`src/rtl/accel_pkg.sv`:
```
// Shared types for the job scheduler: field widths, FSM states and the queued job record.
package accel_pkg;

   localparam int WIDTH_W = 9;
   localparam int ITER_W  = 16;
   localparam int PEND_W  = 5;
   localparam int GAP_W   = 4;

   typedef enum logic [1:0] {
      IDLE,
      LAUNCH,
      RUN,
      GAP
   } sched_state_t;

   typedef struct packed {
      logic [WIDTH_W-1:0] width;
      logic [ITER_W-1:0]  iter;
   } job_t;

   // A job with no columns or no iterations has nothing for the Controller to do.
   function automatic logic job_is_valid(input job_t job);
      return (job.width != '0) && (job.iter != '0);
   endfunction

endpackage

```
`src/rtl/sched_fifo.sv`:
```
// Synchronous FIFO of job records with occupancy count and a single-cycle flush.
module sched_fifo
   import accel_pkg::*;
#(
   parameter int DEPTH = 4
) (
   input  logic                   clk,
   input  logic                   rst,
   input  logic                   i_push,
   input  job_t                   i_data,
   input  logic                   i_pop,
   input  logic                   i_flush,
   output job_t                   o_head,
   output logic                   o_full,
   output logic                   o_empty,
   output logic [$clog2(DEPTH):0] o_count
);

   localparam int AW = $clog2(DEPTH);

   job_t          r_mem [DEPTH];
   logic [AW-1:0] r_wr_ptr;
   logic [AW-1:0] r_rd_ptr;
   logic [AW:0]   r_count;
   logic          w_do_push;
   logic          w_do_pop;

   assign o_full    = (r_count == (AW+1)'(DEPTH));
   assign o_empty   = (r_count == '0);
   assign o_count   = r_count;
   assign o_head    = r_mem[r_rd_ptr];
   assign w_do_push = i_push && !o_full && !i_flush;
   assign w_do_pop  = i_pop && !o_empty && !i_flush;

   // NOTE: storage is deliberately not reset; r_count alone says which entries are meaningful.
   always_ff @(posedge clk) begin
      if (w_do_push) r_mem[r_wr_ptr] <= i_data;
   end

   // NOTE: all clocked state uses non-blocking assignments so every register samples pre-edge values.
   always_ff @(posedge clk or posedge rst) begin
      if (rst) begin
         r_wr_ptr <= '0;
         r_rd_ptr <= '0;
         r_count  <= '0;
      end else if (i_flush) begin
         r_wr_ptr <= '0;
         r_rd_ptr <= '0;
         r_count  <= '0;
      end else begin
         // Pointers are power-of-two wide, so the increment wraps on its own.
         if (w_do_push) r_wr_ptr <= r_wr_ptr + 1'b1;
         if (w_do_pop)  r_rd_ptr <= r_rd_ptr + 1'b1;
         case ({w_do_push, w_do_pop})
            2'b10:   r_count <= r_count + 1'b1;
            2'b01:   r_count <= r_count - 1'b1;
            default: r_count <= r_count;
         endcase
      end
   end

endmodule

```
`src/rtl/job_scheduler.sv`:
```
// Queues matrix-vector jobs and sequences them onto the Controller with a forced idle gap.
// Define JOB_SCHED_PERF_EN to add the last_cycles / total_jobs performance outputs.
module job_scheduler
   import accel_pkg::*;
#(
   parameter int FIFO_DEPTH = 4,
   parameter int GAP_CYCLES = 2
) (
   input  logic               clk,
   input  logic               rst,
   input  logic               cmd_valid,
   output logic               cmd_ready,
   input  logic [WIDTH_W-1:0] cmd_width,
   input  logic [ITER_W-1:0]  cmd_iter,
   input  logic               abort,
   output logic               running,
   output logic [WIDTH_W-1:0] width,
   output logic [ITER_W-1:0]  iteration,
   input  logic               finish,
   output logic               busy,
   output logic               job_done,
   output logic               job_err,
   output logic [PEND_W-1:0]  pending
`ifdef JOB_SCHED_PERF_EN
   ,
   output logic [31:0]        last_cycles,
   output logic [15:0]        total_jobs
`endif
);

   localparam int CNT_W = $clog2(FIFO_DEPTH) + 1;

   sched_state_t       r_state;
   sched_state_t       w_state_nxt;
   logic [WIDTH_W-1:0] r_width;
   logic [ITER_W-1:0]  r_iter;
   logic [GAP_W-1:0]   r_gap_cnt;
   logic               r_job_done;
   logic               r_job_err;

   job_t               w_head;
   job_t               w_cmd_job;
   logic               w_full;
   logic               w_empty;
   logic [CNT_W-1:0]   w_count;
   logic               w_push;
   logic               w_pop;
   logic               w_load;
   logic               w_err;
   logic               w_done;
   logic               w_gap_load;

   assign w_cmd_job = '{width: cmd_width, iter: cmd_iter};
   assign cmd_ready = !w_full && !abort;
   assign w_push    = cmd_valid && cmd_ready;

   sched_fifo #(
      .DEPTH   (FIFO_DEPTH)
   ) u_fifo (
      .clk     (clk),
      .rst     (rst),
      .i_push  (w_push),
      .i_data  (w_cmd_job),
      .i_pop   (w_pop),
      .i_flush (abort),
      .o_head  (w_head),
      .o_full  (w_full),
      .o_empty (w_empty),
      .o_count (w_count)
   );

   // NOTE: every combinational output gets a default first, so no path can infer a latch.
   always_comb begin
      w_state_nxt = r_state;
      w_pop       = 1'b0;
      w_load      = 1'b0;
      w_err       = 1'b0;
      w_done      = 1'b0;
      w_gap_load  = 1'b0;
      if (abort) begin
         w_gap_load  = 1'b1;
         w_state_nxt = (GAP_CYCLES == 0) ? IDLE : GAP;
      end else begin
         case (r_state)
            IDLE: begin
               if (!w_empty) begin
                  w_pop = 1'b1;
                  if (job_is_valid(w_head)) begin
                     w_load      = 1'b1;
                     w_state_nxt = LAUNCH;
                  end else begin
                     w_err = 1'b1;
                  end
               end
            end
            LAUNCH: w_state_nxt = RUN;
            RUN: begin
               if (finish) begin
                  w_done      = 1'b1;
                  w_gap_load  = 1'b1;
                  w_state_nxt = (GAP_CYCLES == 0) ? IDLE : GAP;
               end
            end
            GAP: begin
               if (r_gap_cnt <= GAP_W'(1)) w_state_nxt = IDLE;
            end
            default: w_state_nxt = IDLE;
         endcase
      end
   end

   always_ff @(posedge clk or posedge rst) begin
      if (rst) begin
         r_state    <= IDLE;
         r_width    <= '0;
         r_iter     <= '0;
         r_gap_cnt  <= '0;
         r_job_done <= 1'b0;
         r_job_err  <= 1'b0;
      end else begin
         r_state    <= w_state_nxt;
         r_job_done <= w_done;
         r_job_err  <= w_err;
         // Loaded only on dispatch from IDLE, so the job fields are frozen throughout RUN.
         if (w_load) begin
            r_width <= w_head.width;
            r_iter  <= w_head.iter;
         end
         if (w_gap_load) begin
            r_gap_cnt <= GAP_W'(GAP_CYCLES);
         end else if (r_state == GAP && r_gap_cnt != '0) begin
            r_gap_cnt <= r_gap_cnt - GAP_W'(1);
         end
      end
   end

   // Abort must kill running within the cycle it is raised, ahead of the state update.
   assign running   = (r_state == RUN) && !abort;
   assign width     = r_width;
   assign iteration = r_iter;
   assign job_done  = r_job_done;
   assign job_err   = r_job_err;
   assign pending   = PEND_W'(w_count);
   assign busy      = (r_state != IDLE) || (w_count != '0);

`ifdef JOB_SCHED_PERF_EN
   logic [31:0] r_run_cnt;
   logic [31:0] r_last_cycles;
   logic [15:0] r_total_jobs;

   always_ff @(posedge clk or posedge rst) begin
      if (rst) begin
         r_run_cnt     <= '0;
         r_last_cycles <= '0;
         r_total_jobs  <= '0;
      end else begin
         if (r_state == LAUNCH)   r_run_cnt <= '0;
         else if (r_state == RUN) r_run_cnt <= r_run_cnt + 32'd1;
         // The finishing cycle itself is a RUN cycle, hence the +1.
         if (w_done) begin
            r_last_cycles <= r_run_cnt + 32'd1;
            r_total_jobs  <= r_total_jobs + 16'd1;
         end
      end
   end

   assign last_cycles = r_last_cycles;
   assign total_jobs  = r_total_jobs;
`endif

endmodule

```
`config.mk`:
```
export PLATFORM = sky130hd
export DESIGN_NAME = job_scheduler
export DESIGN_NICKNAME = d
export VERILOG_FILES = /design/src/rtl/accel_pkg.sv /design/src/rtl/sched_fifo.sv /design/src/rtl/job_scheduler.sv
export SDC_FILE = /design/constraint.sdc
export NUM_CORES = 1
export LEC_CHECK = 0
export ABC_AREA = 1
export ABC_CLOCK_PERIOD_IN_PS = 3700
export CAP_MARGIN = 0
export CORE_UTILIZATION = 56
export DETAILED_ROUTE_END_ITERATION = 10
export HOLD_SLACK_MARGIN = 0.02
export PLACE_DENSITY = 0.79
export SLEW_MARGIN = 20
export SYNTH_ARGS = -nofsm -noshare
export SYNTH_HDL_FRONTEND = slang
export SYNTH_HIERARCHICAL = 1
export SYNTH_SLANG_ARGS = --single-unit
```
`constraint.sdc`:
```
create_clock -name clk -period 3.7 [get_ports clk]
set_input_delay 0.37 -clock clk [delete_from_list [all_inputs] [get_ports clk]]
set_output_delay 0.37 -clock clk [all_outputs]
set_load 0.03 [all_outputs]
```
==> results.cfg <==
[finish]
final_common_cell = sky130_fd_sc_hd__edfxtp_1
seq_area_um2 = 4004
layout.core_utilization_pct = 71.33
filler_cell_count = 663
syn2layout_area_growth_pct = 21.42
final_net_count = 620
antenna_cells_inserted = 0
most-common-layout-cells = sky130_fd_sc_hd__edfxtp_1 (100), sky130_fd_sc_hd__nand2_1 (88), sky130_fd_sc_hd__nor2_1 (71)
multi_input_comb_area_um2 = 1608
layout-drive-gt1-share_pct = 9.983

[logic_synthesis]
asyncSetResetFlopFracSynth_pct = 28.57
synthDominantCellAreaShare_pct = 51.35
postSynthRegisterBits = 140
yosysUniqueCellTypes = 33
synthTopCellsByArea = sky130_fd_sc_hd__edfxtp_1 (51%), sky130_fd_sc_hd__dfrtp_1 (17%), sky130_fd_sc_hd__nand2_1 (5.6%), sky130_fd_sc_hd__nor2_1 (4.8%), sky130_fd_sc_hd__o21ai_0 (4.6%)
synth_top_flop_cell = sky130_fd_sc_hd__edfxtp_1
synth_cells = 513
netlist.top_cell.by_area = sky130_fd_sc_hd__edfxtp_1
count_of_synthesis_stage_warnings_from_yosys = 6
synth-seq-area-share_pct = 68.46
netlist_area_um2 = 5848
synth-edff-count = 100
synth_area_per_cell_um2 = 11.40

[floorplanning]
die_footprint_um2 = 10860
core_um2 = 9955
die_h_um = 104.2
initial_utilization_pct = 58.75
row_count = 36
die_width_um = 104.2
boundaryPins = 65

[clocking]
tritoncts = done
hold_buffers = 0
root_buffer = sky130_fd_sc_hd__clkbuf_8
worst_skew_pair.late_latency_ns = 0.52
cts.path.max_buffers = 2
cts.sinks = 140
cts_htree_levels = 4
worst_setup_hold_path_clk_slew_ns = 0.06
postCtsSetupRepairBufs = 0
cts-resized-gates = 0
numCtsBuffers = 17

[routing]
dr_total_vias = 4113
drtAntennaViolNets = 0
routed_wirelength_mm = 12.78
first_iter_violations = 343
detail_route.vias_per_cell = 5.681
drt_pass1_iterations = 5
detailed_route_drc_error_count = 0
routed_wire_length_per_instance_um = 17.65

[sta]
hold-worst-slack_ns = 0.1630
fin_ws_ns = 1.001
setup_repair_after_global_routing_missed_its_margin = false
maxSlewViolCount = 0
fin_worst_skew_ns = 0.006697
slew_headroom_pct = 43.07
hold_viol_final = 0
setup_violators_final = 0
achievable-frequency_mhz = 370.6
finalSetupTns_ns = 0
finalCriticalPeriod_ns = 2.699
worst-slew-pin-transition_ns = 0.8531
final.period_utilization_pct = 72.93

[critical_path]
arrival_ns = 3.11
criticalPathCategory = register to register
cp_max_fo = 27
crit_required_ns = 4.11
setup.reg_to_reg.worst_slack_ns = 1.00
worst_setup_path_start_kind = register
setup.worst_path.end_class = register

[global_routing]
grt_pass1_vias = 4166
grt_use_total_pct = 25.30
overflow = 0
grt_max_degree = 52
antenna_found_initial = 0
grt_first_pass_wirelength_mm = 20.67

[flow_run]
timing.max_cap.violations = 0

[pwr]
leakage_nw = 2.815
power-per-cell-area_nw_per_um2 = 686.3
ir_worst_vdd_mv = 0.3964

[place]
placement.setup.worst_slack_ns = 0.7710
gpl.final_weighted_congestion = 0.9044
place.detailed.hpwl_mm = 7.944
placement.io_buffers = 62

[worst_hold_path]
hp-class = primary input to asynchronous set/reset pin

[run_status]
status = completed
## area by class of cell
type,count,area share (%)
Clock inverter,9,1.374
Timing Repair Buffer,69,9.480
Tap cell,133,2.344
Multi-Input combinational cell,320,22.64
Inverter,30,1.621
Clock buffer,23,6.150
Sequential cell,140,56.39
## per-layer routing
metal	share of wire, %	track usage, %
met2	50	40.52
met5	0	0
met4	1.7	12.55
met1	42	32.68
met3	6.9	5.764
## per-stage QoR
step           instances  cell area (µm²)  total power [mW]
6_report             724             7101             4.873
5_1_grt              724             7101             5.094
4_1_cts              724             7101             4.899
3_5_place_dp         692             6566             3.357
3_3_place_gp         692             6566             3.314
2_1_floorplan        514             5852             2.849
## state kept, by name (all words and copies together) (netlist names)
name,cells
u_fifo/r_mem,100
iteration,16
width,9
r_gap_cnt,4
u_fifo/o_count,3
r_state,2
u_fifo/r_rd_ptr,2
u_fifo/r_wr_ptr,2
job_done,1
job_err,1
## synthesized netlist by cell type (2+ instances only)
cell type and n:
sky130_fd_sc_hd__nand3_1 31, sky130_fd_sc_hd__nor2_2 2, sky130_fd_sc_hd__clkbuf_1 6, sky130_fd_sc_hd__xnor2_1 2
sky130_fd_sc_hd__clkbuf_2 3, sky130_fd_sc_hd__nand2_1 88, sky130_fd_sc_hd__o22ai_1 25, sky130_fd_sc_hd__a21oi_1 5
sky130_fd_sc_hd__nand2_2 9, sky130_fd_sc_hd__a21oi_2 2, sky130_fd_sc_hd__buf_4 4, sky130_fd_sc_hd__o21ai_0 54
sky130_fd_sc_hd__dfrtp_1 40, sky130_fd_sc_hd__nor3_1 3, sky130_fd_sc_hd__inv_2 6, sky130_fd_sc_hd__buf_6 2
sky130_fd_sc_hd__buf_2 9, sky130_fd_sc_hd__nor2_1 75, sky130_fd_sc_hd__ha_1 11, sky130_fd_sc_hd__o21ai_1 2
sky130_fd_sc_hd__edfxtp_1 100, sky130_fd_sc_hd__inv_1 23
## where the power goes
part	leakage, nW	internal, mW	switching, mW
Sequential	1.41	1.90	0.136
Clock	0.255	0.950	0.594
Combinational	1.15	0.491	0.800
Total	2.82	3.34	1.53
## logic make-up (layout without fill, tap and decap cells)
family                   Yosys count  count (layout)  synth area share (%)
buffers and inverters             54             131                 4.279
AO/OA/AOI/OAI                     90              90                 8.451
flip-flops                       140             140                 68.46
adder cells (fa/ha/maj)           12              12                 2.696
XOR/XNOR                           2               2                0.2996
AND/OR/NAND/NOR                  214             214                 15.75
other                              1               2               0.06412
## path summary, 6_finish.rpt
| check | start | end | cells past startpoint |
|---|---|---|---|
| min reg2reg | width[6] | width[6] | 2 |
| max | u_fifo/r_rd_ptr[1] | width[3] | 12 |
| max in group asynchronous | rst | width[0] | 3 |
| min | rst | u_fifo/r_wr_ptr[0] | 2 |
| min in group clk | finish | job_done | 3 |
| max reg2reg | u_fifo/r_rd_ptr[1] | width[3] | 12 |
## worst max-delay path: stages (launching register included)
cell and delay, ns:
sky130_fd_sc_hd__dfrtp_1 0.39, sky130_fd_sc_hd__inv_1 0.63, sky130_fd_sc_hd__o21ai_0 0.19, sky130_fd_sc_hd__o22ai_1 0.26, sky130_fd_sc_hd__nor2_1 0.10, sky130_fd_sc_hd__nand2_1 0.11
sky130_fd_sc_hd__nor2_1 0.06, sky130_fd_sc_hd__nand2_1 0.10, sky130_fd_sc_hd__nand2_2 0.09, sky130_fd_sc_hd__inv_4 0.26, sky130_fd_sc_hd__nand2_8 0.21, sky130_fd_sc_hd__nand2_1 0.12
sky130_fd_sc_hd__nand2_1 0.05
No activity file was read; power rests on OpenSTA's default activity.
